[src/rtl/fpadd_sched.sv]
// -----------------------------------------------------------------------------
// fpadd_sched
//   Round-robin scheduler that shares a single floating-point adder among NREQ
//   requesters. One operation is outstanding at a time:
//     IDLE  -> pick a requester (round robin from rr_ptr), latch its operands
//     ISSUE -> one-cycle add_start pulse to the adder
//     WAIT  -> wait for add_done (first cycle masked: done is stale there),
//              or give up after TIMEOUT cycles and return a quiet NaN + error
//     RESP  -> hold the tagged result on the valid/ready response port
//
// Ports
//   clk        in   1         clock, rising edge
//   reset      in   1         asynchronous, active-low reset
//   req_valid  in   NREQ      per-requester request valid
//   req_a      in   32*NREQ   operand A, requester i in bits [32i+31:32i]
//   req_b      in   32*NREQ   operand B, same packing as req_a
//   req_ready  out  NREQ      one-hot accept (combinational, IDLE only)
//   rsp_valid  out  1         response valid
//   rsp_ready  in   1         response accepted by the consumer
//   rsp_id     out  IDW       requester index of the response
//   rsp_sum    out  32        adder result (0x7FC00000 on timeout)
//   rsp_err    out  1         1 = adder timed out
//   busy       out  1         1 whenever the FSM is not in IDLE
//   add_start  out  1         adder start, one-cycle pulse
//   add_a      out  32        adder operand A, stable from ISSUE until IDLE
//   add_b      out  32        adder operand B, stable from ISSUE until IDLE
//   add_sum    in   32        adder result
//   add_done   in   1         adder done (level, stale until start is seen)
// -----------------------------------------------------------------------------
module fpadd_sched #(
    parameter int NREQ    = 4,
    parameter int IDW     = 2,
    parameter int TIMEOUT = 64
) (
    input  logic                 clk,
    input  logic                 reset,
    input  logic [NREQ-1:0]      req_valid,
    input  logic [32*NREQ-1:0]   req_a,
    input  logic [32*NREQ-1:0]   req_b,
    output logic [NREQ-1:0]      req_ready,
    output logic                 rsp_valid,
    input  logic                 rsp_ready,
    output logic [IDW-1:0]       rsp_id,
    output logic [31:0]          rsp_sum,
    output logic                 rsp_err,
    output logic                 busy,
    output logic                 add_start,
    output logic [31:0]          add_a,
    output logic [31:0]          add_b,
    input  logic [31:0]          add_sum,
    input  logic                 add_done
);

    localparam int              TW     = $clog2(TIMEOUT + 1);
    localparam logic [TW-1:0]   T_LAST = TW'(TIMEOUT - 1);
    localparam logic [31:0]     QNAN   = 32'h7FC0_0000;
    localparam logic [IDW:0]    NREQ_W = (IDW + 1)'(NREQ);
    localparam logic [IDW-1:0]  ID_MAX = IDW'(NREQ - 1);

    typedef enum logic [1:0] {
        S_IDLE  = 2'd0,
        S_ISSUE = 2'd1,
        S_WAIT  = 2'd2,
        S_RESP  = 2'd3
    } state_t;

    state_t              r_state;
    state_t              w_state_nxt;

    logic                r_armed;
    logic [IDW-1:0]      r_rr_ptr;
    logic [IDW-1:0]      w_rr_nxt;
    logic [TW-1:0]       r_timer;
    logic [TW-1:0]       w_timer_nxt;

    logic [31:0]         r_add_a;
    logic [31:0]         r_add_b;
    logic [31:0]         w_add_a_nxt;
    logic [31:0]         w_add_b_nxt;
    logic                r_add_start;
    logic                r_busy;
    logic                r_rsp_valid;
    logic [IDW-1:0]      r_rsp_id;
    logic [IDW-1:0]      w_rsp_id_nxt;
    logic [31:0]         r_rsp_sum;
    logic [31:0]         w_rsp_sum_nxt;
    logic                r_rsp_err;
    logic                w_rsp_err_nxt;

    logic                w_any;
    logic [2*NREQ-1:0]   w_req2;
    logic [NREQ-1:0]     w_rot;
    logic [IDW-1:0]      w_k;
    logic [IDW:0]        w_sum_idx;
    logic [IDW-1:0]      w_gnt_idx;
    logic [NREQ-1:0]     w_gnt_oh;
    logic [31:0]         w_gnt_a;
    logic [31:0]         w_gnt_b;

    assign w_any  = |req_valid;
    // Doubling the valid vector turns "search upward from rr_ptr with wrap"
    // into a plain part-select followed by a lowest-bit priority search.
    assign w_req2 = {req_valid, req_valid};
    assign w_rot  = w_req2[r_rr_ptr +: NREQ];

    // Lowest set bit of the rotated request vector = offset from rr_ptr.
    always_comb begin
        w_k = '0;
        for (int i = NREQ - 1; i >= 0; i--) begin
            if (w_rot[i]) begin
                w_k = IDW'(i);
            end else begin
                w_k = w_k;
            end
        end
    end

    // Convert the offset back to an absolute requester index (mod NREQ).
    always_comb begin
        w_sum_idx = {1'b0, r_rr_ptr} + {1'b0, w_k};
        if (w_sum_idx >= NREQ_W) begin
            w_gnt_idx = IDW'(w_sum_idx - NREQ_W);
        end else begin
            w_gnt_idx = IDW'(w_sum_idx);
        end
    end

    assign w_gnt_oh = NREQ'(1'b1) << w_gnt_idx;
    assign w_gnt_a  = req_a[32*w_gnt_idx +: 32];
    assign w_gnt_b  = req_b[32*w_gnt_idx +: 32];

    // Combinational accept: only in IDLE, and never while reset is in effect
    // (r_armed is cleared by reset and set on the first clock afterwards).
    always_comb begin
        if ((r_state == S_IDLE) && r_armed && w_any) begin
            req_ready = w_gnt_oh;
        end else begin
            req_ready = '0;
        end
    end

    // Next-state and next-value logic for the scheduler FSM.
    always_comb begin
        w_state_nxt   = r_state;
        w_rr_nxt      = r_rr_ptr;
        w_timer_nxt   = r_timer;
        w_add_a_nxt   = r_add_a;
        w_add_b_nxt   = r_add_b;
        w_rsp_id_nxt  = r_rsp_id;
        w_rsp_sum_nxt = r_rsp_sum;
        w_rsp_err_nxt = r_rsp_err;
        case (r_state)
            S_IDLE: begin
                if (r_armed && w_any) begin
                    w_add_a_nxt  = w_gnt_a;
                    w_add_b_nxt  = w_gnt_b;
                    w_rsp_id_nxt = w_gnt_idx;
                    w_state_nxt  = S_ISSUE;
                end else begin
                    w_state_nxt  = S_IDLE;
                end
            end
            S_ISSUE: begin
                w_timer_nxt = '0;
                w_state_nxt = S_WAIT;
            end
            S_WAIT: begin
                w_timer_nxt = r_timer + TW'(1);
                // timer==0 is the first WAIT cycle: add_done still reflects
                // the previous operation there, so it is ignored. Done is
                // tested before the timeout so it wins a same-cycle tie.
                if ((r_timer != '0) && add_done) begin
                    w_rsp_sum_nxt = add_sum;
                    w_rsp_err_nxt = 1'b0;
                    w_state_nxt   = S_RESP;
                end else if (r_timer == T_LAST) begin
                    w_rsp_sum_nxt = QNAN;
                    w_rsp_err_nxt = 1'b1;
                    w_state_nxt   = S_RESP;
                end else begin
                    w_state_nxt   = S_WAIT;
                end
            end
            S_RESP: begin
                if (rsp_ready) begin
                    if (r_rsp_id == ID_MAX) begin
                        w_rr_nxt = '0;
                    end else begin
                        w_rr_nxt = r_rsp_id + IDW'(1);
                    end
                    w_state_nxt = S_IDLE;
                end else begin
                    w_state_nxt = S_RESP;
                end
            end
            default: begin
                w_state_nxt = S_IDLE;
            end
        endcase
    end

    // FSM state register.
    always_ff @(posedge clk or negedge reset) begin
        if (!reset) begin
            r_state <= S_IDLE;
        end else begin
            r_state <= w_state_nxt;
        end
    end

    // Accept enable: keeps req_ready low until the first clock after reset.
    always_ff @(posedge clk or negedge reset) begin
        if (!reset) begin
            r_armed <= 1'b0;
        end else begin
            r_armed <= 1'b1;
        end
    end

    // Datapath and registered output flags, decoded from the next state.
    always_ff @(posedge clk or negedge reset) begin
        if (!reset) begin
            r_rr_ptr    <= '0;
            r_timer     <= '0;
            r_add_a     <= 32'h0000_0000;
            r_add_b     <= 32'h0000_0000;
            r_rsp_id    <= '0;
            r_rsp_sum   <= 32'h0000_0000;
            r_rsp_err   <= 1'b0;
            r_add_start <= 1'b0;
            r_busy      <= 1'b0;
            r_rsp_valid <= 1'b0;
        end else begin
            r_rr_ptr    <= w_rr_nxt;
            r_timer     <= w_timer_nxt;
            r_add_a     <= w_add_a_nxt;
            r_add_b     <= w_add_b_nxt;
            r_rsp_id    <= w_rsp_id_nxt;
            r_rsp_sum   <= w_rsp_sum_nxt;
            r_rsp_err   <= w_rsp_err_nxt;
            r_add_start <= (w_state_nxt == S_ISSUE);
            r_busy      <= (w_state_nxt != S_IDLE);
            r_rsp_valid <= (w_state_nxt == S_RESP);
        end
    end

    assign add_start = r_add_start;
    assign add_a     = r_add_a;
    assign add_b     = r_add_b;
    assign busy      = r_busy;
    assign rsp_valid = r_rsp_valid;
    assign rsp_id    = r_rsp_id;
    assign rsp_sum   = r_rsp_sum;
    assign rsp_err   = r_rsp_err;

endmodule

[config.mk]
export PLATFORM = sky130hd
export DESIGN_NAME = fpadd_sched
export DESIGN_NICKNAME = d
export VERILOG_FILES = /design/src/rtl/fpadd_sched.sv
export SDC_FILE = /design/constraint.sdc
export NUM_CORES = 1
export LEC_CHECK = 0
export BUFFER_PORTS_ARGS = -buffer_cell sky130_fd_sc_hd__clkbuf_2
export CORE_AREA = 2 2 158 160
export CTS_CLUSTER_DIAMETER = 60
export CTS_CLUSTER_SIZE = 20
export DETAILED_ROUTE_END_ITERATION = 7
export DIE_AREA = 0 0 160 162
export HOLD_SLACK_MARGIN = 0.12
export SLEW_MARGIN = 40
export SYNTH_ARGS = -nofsm -noshare
export SYNTH_HDL_FRONTEND = slang
export SYNTH_SLANG_ARGS = --single-unit
[constraint.sdc]
create_clock -name clk -period 3.4 [get_ports clk]
set_input_delay 0.34 -clock clk [delete_from_list [all_inputs] [get_ports clk]]
set_output_delay 0.34 -clock clk [all_outputs]
set_load 0.02 [all_outputs]
==> summary.md <==
| Metric | Value |
|---|---|
| Outcome | finished, final reports clean |
| Clock Skew | 0.01424 ns |
| Clock Tree Root | clkbuf_16 |
| Adder-cell share of the synthesized area | 1.356% |
| CTS clk-pin slew, worst paths | 0.05 ns |
| Die ar. | roughly 26000 um^2 |
| Critical Path Start | r_rr_ptr[0] |
| Synthesized net count | 1025 |
| Ys async rst share | 100.0% |
| Post-Synth Simple-Gate Area | a little under a fifth |
| # clock sinks | around 110 |
| Max_slew headroom | 57.46% |
| TritonCTS Buffers | 17 |
| RSZ-0062 raised after global routing | no |
| Final Power | 11.73 mW |
| Chip width | around 160 um |
| Most common cell after layout, fill and taps aside | clkbuf_2 |
| I/O pin count | 402 |
| Routed WL | 25.73 mm |
| Worst EP required | 3.06 ns |
| Leak pwr | about 4.8 nW |
| Power Density | 1138 nW/um^2 |
| Fmax | between 0.3 and 0.4 GHz |
| WL met1 | 10.96 mm |
| Reg2reg end | add_b[13] |
| Setup TNS Final | 0 ns |
| Fin cells | 1418 |
| Worst R2R Path Depth | 11 |
| WP data arrival | 2.77 ns |
| Clock buffer depth | 2 |
| Initial antenna violation count | 2 |
| Setup violators final | 0 |
| Starting density of the core | 30.61% |
| Mean Syn Cell Area | 10.24 um^2 |
| Layout cells sized above 1 | between 50% and 60% |
| Hold slack | 0.1463 ns |
| Vias in the first global route | 7183 |
| Synth Area in Compound Gates | 35.05% |
| DRC Markers | 0 |
| Worst min path class | in2reg |
| Clock Latency Late Sink | 0.41 ns |
| Startpoint types | flop |
| Critical Path Sink | req_ready[0] |
| PortBufs | 401 |
| XOR/XNOR Fraction of Synth Area | 0.3561% |
| Met3 WL | 1.825 mm |
| Largest fanout on the critical path | 29 |
| CTS tree | done |
| WL per Instance | 18.15 um |
| H-tree level count | 4 |
| Layout area overhead | 39.66% |
| FP Rows | 57 |
| Grt total ovfl | 0 |
| Worst slew pin tran | 0.6325 ns |
| Share of the yosys chip area belonging to registers | 38.66% |
| Max Cap Viol | 0 |
| First-pass GRT wire length | 40.30 mm |
| R2R Setup Slk | around 0.62 ns |
| Placed cell count | 1387 |
| Routability cong. | 0.8610 |
| Cell count after synthesis | ~720 |
| Via density | just over 5 |
| Largest family of logic cells by synthesized area | compound AO/OA/AOI/OAI gates |
| Maximum VDD drop | 0.0006322 V |
| Most frequent cells in the layout | 400 x clkbuf_2, 133 x nor2b_1, 113 x dfrtp_1 |
| Core Region | about 24000 um^2 |
| Final period utilization | 91.60% |
| Max-slew violations | 0 |
| Synth Warn # | 0 |
| Mux cell area share after synthesis | 0.4239% |
| Starting DRC count in detailed routing | around 290 |
| Met2 WL | 12.35 mm |
| Largest net degree at the start of global routing | 71 |
| CP Capture Type | output pin |
| Main synth FF type | dfrtp_1 |
| Flops & latches, synth | about 110 |
| Highest metal layer with signal wires | met5 |
| Antenna viol nets, final | 0 |
| Post-Syn Area | 7380 um^2 |
| EDFF count, synth | 0 |
| R2R Path Start | r_rr_ptr[0] |
| Final critical-path required period | 3.114 ns |
| Final Hold Viols | 0 |
| Die Ht | 162 um |
| Setup CP Type | reg2out |
| Netlist cell types | 47 |
| Post-DP HPWL | roughly 19 mm |
| GR Util All Layers | 19.81% |
| Drt pass-1 iters | 4 |
| Vias post-DR | just over 7k |
| Nets | 1387 |
where the power goes:
| part | switching [mW] | leakage, nW | internal, mW |
|---|---|---|---|
| Combinational | 4.67 | 3.11 | 2.89 |
| Clock | 0.638 | 0.281 | 1.16 |
| Sequential | 0.396 | 1.42 | 1.98 |
Yosys cell counts (5+ instances only):
| library cell | count | area share, % |
|---|---|---|
| a2111oi_0 | 15 | 1.8 |
| a2111oi_1 | 9 | 1.2 |
| a2111oi_2 | 40 | 8.1 |
| a221oi_1 | 64 | 7.6 |
| a22o_1 | 23 | 2.7 |
| buf_2 | 22 | 1.5 |
| buf_4 | 6 | 0.61 |
| buf_6 | 6 | 0.92 |
| clkbuf_1 | 44 | 2.2 |
| dfrtp_1 | 114 | 39 |
| ha_1 | 8 | 1.4 |
| inv_1 | 8 | 0.41 |
| nand2_1 | 82 | 4.2 |
| nand3_1 | 5 | 0.34 |
| nor2_1 | 11 | 0.56 |
| nor2b_1 | 133 | 11 |
| nor3_1 | 5 | 0.34 |
| o21ai_0 | 7 | 0.47 |
| o22a_1 | 9 | 1.1 |
| o31ai_1 | 17 | 1.7 |
| o31ai_2 | 49 | 8.3 |
registers in the layout, indices dropped and copies added, names as in the netlist:
signal / count
add_a: 32
rsp_id: 2
add_b: 32
r_timer: 7
add_start: 1
r_rr_ptr: 2
r_state: 2
rsp_valid: 1
rsp_err: 1
r_armed: 1
rsp_sum: 32
busy: 1
stage by stage:
step / setup slack, ns / instance area (um^2) / util, %
after global routing: 0.07170 / 10300 / 42.74
after detailed placement: 0.4507 / 9701 / 40.24
after floorplan: 0.4610 / 7380 / -
final: 0.2855 / 10310 / 42.75
after global placement: 0.5058 / 9699 / 40.24
after CTS: 0.04740 / 10290 / 42.69
per-layer routing:
layer,up-vias,track usage [%]
met2,293,33.27
li1,3490,-
met1,3378,24.74
met3,41,5.695
met4,2,6.143
met5,-,0
critical path, stage by stage (launching register included):
cell,delay [ns]
dfrtp_2,0.49
nand2b_1,0.15
o221ai_1,0.11
o21ai_0,0.11
o221ai_1,0.18
ha_4,0.21
xnor2_1,0.20
o31ai_4,0.11
buf_6,0.30
nand2_1,0.11
nor3_1,0.18
clkbuf_2,0.21
logic make-up after synthesis:
kind of cell,Yosys count
AO/OA/AOI/OAI,252
AND/OR/NAND/NOR,251
flip-flops,114
buffers and inverters,89
adder cells (fa/ha/maj),8
XOR/XNOR,3
multiplexers,3
other,1
worst min path at each step:
stage	start	end	slack, ns	cells after the start
finish	add_sum[10]	rsp_sum[10]	0.15	2
global route	add_sum[30]	rsp_sum[30]	0.13	2
floorplan	reset	add_a[0]	0.04	0
CTS	add_sum[10]	rsp_sum[10]	0.12	2
global placement	add_b[21]	add_b[21]	0.46	2
detailed placement	add_b[23]	add_b[23]	0.47	2
final cells by class:
class,instances,area (um^2)
fillers,2463,13800
multi-input cells,518,4150
flip-flops and latches,114,2854
repair buffers,424,2283
clock buffers,19,442.9
well taps,324,405.4
clock inverters,10,137.6
inverters,8,30.03
diodes,1,2.502
what timing repair did:
action / 4_1_cts / 5_1_grt
hold buffers: 1 / 0
setup endpoints to repair: 0 / 4
setup buffers: 0 / 0
endpoints found under the hold margin: 58 / 0
gates resized for setup: 0 / 3
No activity file was read; power rests on OpenSTA's default activity.
